==> src/rtl/uart_pkg.sv <==
// uart_pkg: FSM encoding, oversample ratio and tick-counter width helper shared by UART TX and RX
package uart_pkg;
    localparam logic [2:0] IDLE   = 3'd0;
    localparam logic [2:0] START  = 3'd1;
    localparam logic [2:0] DATA   = 3'd2;
    localparam logic [2:0] PARITY = 3'd3;
    localparam logic [2:0] STOP   = 3'd4;
    localparam int OVERSAMPLE = 16;
    function automatic int tick_w(input int sb_tick);
        return (sb_tick > OVERSAMPLE) ? 6 : 4;
    endfunction
endpackage

==> src/rtl/uart_tx_sequencer.sv <==
// uart_tx_sequencer: sends one UART frame per accepted request, paced by the shared 16x tick
module uart_tx_sequencer
    import uart_pkg::*;
#(
    parameter int NB_DATA    = 8,
    parameter int SB_TICK    = 16,
    parameter int PARITY_EN  = 0,
    parameter int PARITY_ODD = 0
) (
    input  logic               i_clk,
    input  logic               i_reset,
    input  logic               i_tick,
    input  logic               i_tx_start,
    input  logic [NB_DATA-1:0] i_data,
    output logic               o_tx,
    output logic               o_busy,
    output logic               o_tx_done
);
    localparam int SW = tick_w(SB_TICK);
    localparam int NW = $clog2(NB_DATA);
    logic [2:0]         state;
    logic [SW-1:0]      s;
    logic [NW-1:0]      n;
    logic [NB_DATA-1:0] shift;
    logic [NB_DATA-1:0] data_q;
    logic               bit_end;
    logic               parity_bit;
    assign bit_end    = i_tick && (s == SW'(OVERSAMPLE - 1));
    assign parity_bit = ^data_q ^ 1'(PARITY_ODD);
    // frame FSM; o_tx is set together with the state it belongs to so the pin stays registered
    always_ff @(posedge i_clk) begin
        if (i_reset) begin
            state     <= IDLE;
            s         <= '0;
            n         <= '0;
            shift     <= '0;
            data_q    <= '0;
            o_tx      <= 1'b1;
            o_busy    <= 1'b0;
            o_tx_done <= 1'b0;
        end else begin
            o_tx_done <= 1'b0;
            case (state)
                IDLE: begin
                    if (i_tx_start) begin
                        state  <= START;
                        shift  <= i_data;
                        data_q <= i_data;
                        s      <= '0;
                        n      <= '0;
                        o_tx   <= 1'b0;
                        o_busy <= 1'b1;
                    end
                end
                START: begin
                    if (bit_end) begin
                        s     <= '0;
                        state <= DATA;
                        o_tx  <= shift[0];
                    end else if (i_tick) begin
                        s <= s + 1'b1;
                    end
                end
                DATA: begin
                    if (bit_end) begin
                        s     <= '0;
                        shift <= shift >> 1;
                        if (n == NW'(NB_DATA - 1)) begin
                            state <= (PARITY_EN != 0) ? PARITY : STOP;
                            o_tx  <= (PARITY_EN != 0) ? parity_bit : 1'b1;
                        end else begin
                            n    <= n + 1'b1;
                            o_tx <= shift[1];
                        end
                    end else if (i_tick) begin
                        s <= s + 1'b1;
                    end
                end
                PARITY: begin
                    if (bit_end) begin
                        s     <= '0;
                        state <= STOP;
                        o_tx  <= 1'b1;
                    end else if (i_tick) begin
                        s <= s + 1'b1;
                    end
                end
                STOP: begin
                    if (i_tick && (s == SW'(SB_TICK - 1))) begin
                        s         <= '0;
                        state     <= IDLE;
                        o_busy    <= 1'b0;
                        o_tx_done <= 1'b1;
                    end else if (i_tick) begin
                        s <= s + 1'b1;
                    end
                end
                default: begin
                    state  <= IDLE;
                    o_tx   <= 1'b1;
                    o_busy <= 1'b0;
                end
            endcase
        end
    end
endmodule

==> config.mk <==
export PLATFORM = sky130hd
export DESIGN_NAME = uart_tx_sequencer
export DESIGN_NICKNAME = d
export VERILOG_FILES = /design/src/rtl/uart_pkg.sv /design/src/rtl/uart_tx_sequencer.sv
export SDC_FILE = /design/constraint.sdc
export NUM_CORES = 1
export LEC_CHECK = 0
export ABC_AREA = 1
export ABC_CLOCK_PERIOD_IN_PS = 1280
export BUFFER_PORTS_ARGS = -buffer_cell sky130_fd_sc_hd__buf_2
export CORE_MARGIN = 4
export CORE_UTILIZATION = 50
export DETAILED_ROUTE_END_ITERATION = 12
export PLACE_DENSITY = 0.82
export SYNTH_ARGS = -nofsm -noshare
export SYNTH_HDL_FRONTEND = slang
export SYNTH_SLANG_ARGS = --single-unit
==> constraint.sdc <==
create_clock -name i_clk -period 1.28 [get_ports i_clk]
set_input_delay 0 -clock i_clk [delete_from_list [all_inputs] [get_ports i_clk]]
set_output_delay 0 -clock i_clk [all_outputs]
set_load 0.02 [all_outputs]
# [Word-level counts from Yosys, hierarchy flattened]
# Cells that the tools add are included.
[totals] input_bits=12 output_inout_bits=3 reg_bits=21 wordCells=66
[classes] reduce_logical=13 n_addsub=2 n_bitwise=2 muxes=28 eq_ne=14
[ops] op="$mux W3" n=9
[ops] op="$mux W8" n=2
[ops] op="$pmux W8 S2" n=1
[ops] op="$pmux W3 S5" n=1
[ops] op="$ne A2 B2 Y1 const B" n=7
[ops] op="$mux W4" n=3
[ops] op="$reduce_and A3 Y1" n=3
[ops] op="$mux W1" n=8
[ops] op="$pmux W4 S2" n=1
[ops] op="$eq A3 B2 Y1 const B" n=2
[ops] op="$eq A3 B3 Y1 const B" n=2
[ops] op="$pmux W3 S2" n=1
[ops] op="$reduce_and A6 Y1" n=1
[ops] op="$pmux W1 S5" n=1
[ops] op="$reduce_and A5 Y1" n=1
[ops] op="$add A4 B1 Y4 const B" n=1
[ops] op="$eq A4 B4 Y1 const B" n=1
[ops] op="$reduce_and A4 Y1" n=1
[ops] op="$reduce_bool A2 Y1" n=2
[ops] op="$reduce_or A4 Y1" n=1
[ops] op="$add A3 B1 Y3 const B" n=1
[ops] op="$eq A3 B1 Y1 const B" n=1
[ops] op="$logic_not A3 Y1" n=1
[ops] op="$ne A3 B1 Y1 const B" n=1
[ops] op="5 further kinds" n=6

# [Depth between registers and ports, before layout]
[depth] ltp_word=4 mapped_depth=9 depth_no_buf=9

# [Worst setup path after synthesis]
# No wires, ideal clock.
[synth_path] kind="register to register" startpoint="register n[0]" endpoint="register n[1]" synth_period_minus_slack_ns=1.283 path_buffers=0 path_stages_with_launch=7 t_required_ns=1.167 path_slack_ns=-0.003 setup_ns=0.113 arrival_time_ns=1.170 path_cell_list="dfxtp_1 -> ha_1 -> ha_1 -> a21oi_1 -> nand3_4 -> o21ai_1 -> nor2_1"
[synth_between] elab_chain_len=4 elab_cells_between_ends=7 cone_classes="add/sub (1); eq/ne (2); mux (3); reduce/logical (1)"
[synth_rtl] item="from (decl)" line_no="uart_tx_sequencer.sv:23" rtl="logic [NW-1:0] n;"
[synth_rtl] item="from (signal assigned)" line_no="uart_tx_sequencer.sv:72" rtl="n <= n + 1'b1;"
[synth_rtl] item="$add A3 B1 Y3" line_no="uart_tx_sequencer.sv:72"
[synth_rtl] item="$mux W3" line_no="uart_tx_sequencer.sv:68" rtl="if (n == NW'(NB_DATA - 1)) begin"
[synth_rtl] item="$mux W3" line_no="uart_tx_sequencer.sv:65" rtl="if (bit_end) begin"
[synth_rtl] item="$pmux W3 S2" line_no="uart_tx_sequencer.sv:43" rtl="case (state)"
# Several ways; a longest one is shown, not always the timed one. The select of a mux whose other input is x is not followed.
# A chain may end at the register's enable or synchronous reset.

# [Worst setup path after layout]
[layout_path] startpoint="register s[1]" endpoint="register n[0]"
[layout_between] elab_chain_len=4
[layout_rtl] item="from (decl)" line_no="uart_tx_sequencer.sv:22" rtl="logic [SW-1:0] s;"
[layout_rtl] item="from (signal assigned)" line_no="uart_tx_sequencer.sv:61" rtl="s <= s + 1'b1;"
[layout_rtl] item="from (signal assigned)" line_no="uart_tx_sequencer.sv:76" rtl="s <= s + 1'b1;"
[layout_rtl] item="from (signal assigned)" line_no="uart_tx_sequencer.sv:85" rtl="s <= s + 1'b1;"
[layout_rtl] item="$eq A4 B4 Y1" line_no="uart_tx_sequencer.sv:28" rtl="assign bit_end = i_tick && (s == SW'(OVERSAMPLE - 1));"
[layout_rtl] item="$logic_and A1 B1 Y1" line_no="uart_tx_sequencer.sv:28"
[layout_rtl] item="$ne A2 B2 Y1 (no line)"
[layout_rtl] item="$reduce_and A4 Y1 (no line)"
# No other way between the ends.

==> results.py <==
metrics = {
    "worst_hold_path": {
        "holdCritPathClass": "in2reg",
        "min-delay-start": "i_data[4]",
        "min_delay_path_depth": 5,
        "min_delay_worst_endpoint": "shift[4]",
    },
    "worst_setup_path": {
        "crit_required_ps": 1510,
        "critPathCaptureType": "flop",
        "startpoint_type": "flop",
        "worst_ep_arrival_time_ps": 1600,
        "cells_on_worst_reg2reg_path": 9,
        "crit-reg2reg-capture": "n[0]",
        "cp_cell_sequence": "ha_4 > nand2_4 > nor2_4 > inv_4 > nand2_4 > nand3_4 > nand2_2 > nand2_1 > nor2_1",
        "critPathMaxFanout": 6,
        "r2r_setup_slack_ps": -90,
        "critPathMostFrequentCell": "sky130_fd_sc_hd__nand2_4",
        "critical_path.max_stage_delay_ps": 370,
        "rr_startpoint": "s[1]",
        "cell_at_the_slowest_stage_of_the_critical_path": "sky130_fd_sc_hd__dfxtp_2",
        "start_to_end_type_of_the_worst_setup_path": "reg2reg",
    },
    "synthesis": {
        "synth_area_in_simple_gates": 0.388,
        "synthesis.area_per_instance_sq_um": 6.53,
        "synth.area.mux_share": 0,
        "synth-seq-cells": 21,
        "synthXorXnorAreaFrac": 0.00771,
        "synth-warning-count": 0,
        "yosys.area_share.adder": 0.0330,
        "synth_top_family_by_area": "simple AND/OR/NAND/NOR gates",
        "seq_area_frac_synth": 0.370,
        "top_cell_type_s_share_of_synthesized_area": 0.370,
        "synth_top_area_cell": "sky130_fd_sc_hd__dfxtp_1",
        "synth.lib_cells_used.distinct": 23,
        "share_of_the_synthesized_area_in_compound_gates_ao_oa_aoi_oai": 0.118,
        "yosys-top-cells-area": "sky130_fd_sc_hd__dfxtp_1 (37%), sky130_fd_sc_hd__nand2_1 (15%), sky130_fd_sc_hd__nor2_1 (12%)",
        "netlist_area_sq_um": 1140,
        "mappedNetlistNets": 189,
        "synthesis.instances": 174,
    },
    "sta": {
        "rsz0062_at_grt": "yes",
        "max_slew_headroom_at_the_worst_pin": 0.700,
        "tightestPinTransition_ps": 450,
        "skew_ps": 2.73,
        "timing.final.setup_violations": 15,
        "final-hold-violation-count": 0,
        "final_worst_path_period_need_ps": 1370,
        "fin_crit_sh": 1.07,
        "highest_clock_rate_mhz": 731,
        "maxSlewViolCount": 0,
        "worst_slack_ps": -88.5,
    },
    "clock_tree": {
        "cts-root-buf": "sky130_fd_sc_hd__clkbuf_4",
        "later_pin_clock_latency_in_the_skew_report_ps": 290,
        "cts_max_path_buffers": 2,
        "htree_levels": 1,
        "clock_sink_count": 21,
        "worst_setup_hold_path_clk_slew_ps": 110,
        "numCtsBuffers": 3,
        "cts_tree": "built",
    },
    "power": {
        "static-leakage-power_uw": 0.000732,
        "pwr_density_cell_nw_per_um2": 2210,
        "p_switching_uw": 1530,
        "max-vdd-ir-drop_mv": 1.16,
        "p_int_uw": 1770,
        "pwr-share-comb": 0.580,
        "pwr-share-seq": 0.327,
        "clock_power_share": 0.093,
        "switching_share": 0.464,
    },
    "cells_and_area": {
        "antennaDiodeCount": 0,
        "final_design_area_no_fill_sq_um": 1490,
        "flow.area_growth_from_synthesis_pct": 31.4,
        "fraction_of_layout_cells_with_a_size_suffix_above_1": 0.373,
        "fin_nets": 220,
        "layoutNonFillerInstCount": 231,
    },
    "die": {
        "start_util": 0.551,
        "std_cell_rows": 16,
        "die_h_um": 55.7,
        "num_io_pins": 15,
        "fp.dieArea_sq_um": 3100,
        "placeableCoreArea_sq_um": 2060,
        "die_boundary_width_um": 55.7,
    },
    "detailed_routing": {
        "dr.first_iter.drc_count": 34,
        "drt_pass1_iterations": 4,
        "drt.antenna.violating_nets": 0,
        "wl_per_cell_um": 12.1,
        "totalWireLength_um": 2800,
        "drt-vias-per-instance": 5.14,
        "detailroute.via_count": 1188,
        "detail_route.drc_violations": 0,
    },
    "place": {
        "io_buffer_count": 14,
        "placed_cells": 221,
        "post_dp_cell_area_sq_um": 1290,
        "place_congestion": 0.864,
        "dp.final_hpwl_um": 1790,
    },
    "global_route": {
        "number_of_global_route_vias_before_repair": 1085,
        "globalRouteOverflowTotal": 0,
        "antenna_found_initial": 0,
        "grt_max_degree": 17,
        "grt_first_pass_wirelength_um": 4430,
        "global_route.usage.total": 0.171,
    },
    "run_status": {
        "failing_checks": "setup timing",
        "status": "finished, violations left",
    },
    "flow_run": {
        "cap_viol_max_count": 0,
    },
}
-- sequential cells by signal (all words and copies together), names as in the netlist --
name       cells
state          3
n              3
s              4
shift          8
o_tx_done      1
o_tx           1
o_busy         1
-- Yosys cell counts --
library cell / n
sky130_fd_sc_hd__inv_2: 4
sky130_fd_sc_hd__nand2_2: 5
sky130_fd_sc_hd__nand3_1: 7
sky130_fd_sc_hd__o21ai_0: 4
sky130_fd_sc_hd__o21ai_2: 1
sky130_fd_sc_hd__ha_1: 3
sky130_fd_sc_hd__o21ai_1: 11
sky130_fd_sc_hd__inv_4: 1
sky130_fd_sc_hd__o21a_1: 1
sky130_fd_sc_hd__dfxtp_1: 21
sky130_fd_sc_hd__clkbuf_1: 1
sky130_fd_sc_hd__nor2_1: 37
sky130_fd_sc_hd__inv_1: 13
sky130_fd_sc_hd__nand3_4: 1
sky130_fd_sc_hd__buf_2: 2
sky130_fd_sc_hd__xor2_1: 1
sky130_fd_sc_hd__a21oi_1: 7
sky130_fd_sc_hd__nor3_1: 2
sky130_fd_sc_hd__buf_6: 1
sky130_fd_sc_hd__nand2_1: 46
sky130_fd_sc_hd__a22oi_1: 1
sky130_fd_sc_hd__nand2_4: 2
sky130_fd_sc_hd__nor2_2: 2
-- logic make-up (layout without fill, tap and decap cells) --
logic type                 Yosys count  in the layout
and+or+nand+nor                    102            102
AOI/OAI and AO/OA                   25             25
buffers and inverters               22             52
DFF                                 21             21
adders and majority gates            3              3
xor gates and xnor gates             1              1
-- stage by stage --
stage	power [uW]	setup slack [ps]	util	hold slack (ps)	setup TNS [ps]
floorplan	2230	3.81	-	69.1	0
CTS	3020	-7.84	0.667	17.5	-10.8
global route	3610	-167	0.724	51.6	-2220
detailed placement	2630	-112	0.627	256	-885
finish	3300	-88.5	0.724	35.2	-847
global placement	2570	-56.8	0.627	253	-407
-- placed cells by master (no fill, tap or decap), drive strengths merged --
cell / n
buf: 28
nand2: 53
nor3: 2
o21a: 1
o21ai: 16
dfxtp: 21
nand3: 8
a22oi: 1
xor2: 1
nor2: 39
dlygate4sd3: 2
a21oi: 7
clkbuf: 4
inv: 18
ha: 3
-- repair_timing --
item	in CTS	in global routing
setup endpoints to repair	16	18
setup buffers	0	4
pin swaps	6	11
endpoints found under the hold margin	5	0
hold buffers	2	0
resized for setup	13	27
-- per-layer routing --
metal,up-vias,GRT usage,part of all wire
li1,604,-,-
met1,552,0.218,0.43
met2,24,0.289,0.52
met3,8,0.0209,0.030
met4,0,0.0694,0.025
met5,-,0,0
-- cell type report --
class	instances	area (sq um)
inverters	18	77.6
fillers	154	569
repair buffers	30	195
clock buffers	4	26.3
flip-flops and latches	21	430
multi-input cells	131	729
well taps	27	33.8
-- power by group through the flow --
stage / Sequential (uW) / Combinational [uW] / Clock, uW
global placement: 1030 / 1540 / 0
finish: 1080 / 1910 / 308
CTS: 1060 / 1640 / 327
floorplan: 1010 / 1210 / 0
global route: 1110 / 2140 / 355
detailed placement: 1040 / 1590 / 0
-- critical path: cells and delay by family (launching register included) --
kind                     cells  cell delay, ps
AND/OR/NAND/NOR              7             680
adder cells (fa/ha/maj)      1             160
buffers and inverters        1              90
flip-flops                   1             370
-- worst max-delay path by stage --
stage / from / endpoint / slack, ps
6_report: s[1] / n[0] / -90
2_1_floorplan: s[0] / shift[0] / 4
4_1_cts: n[0] / n[1] / -8
3_5_place_dp: s[1] / shift[5] / -110
5_1_grt: s[1] / state[1] / -170
3_3_place_gp: s[1] / shift[0] / -60
Power figures use the tool's default switching activity.
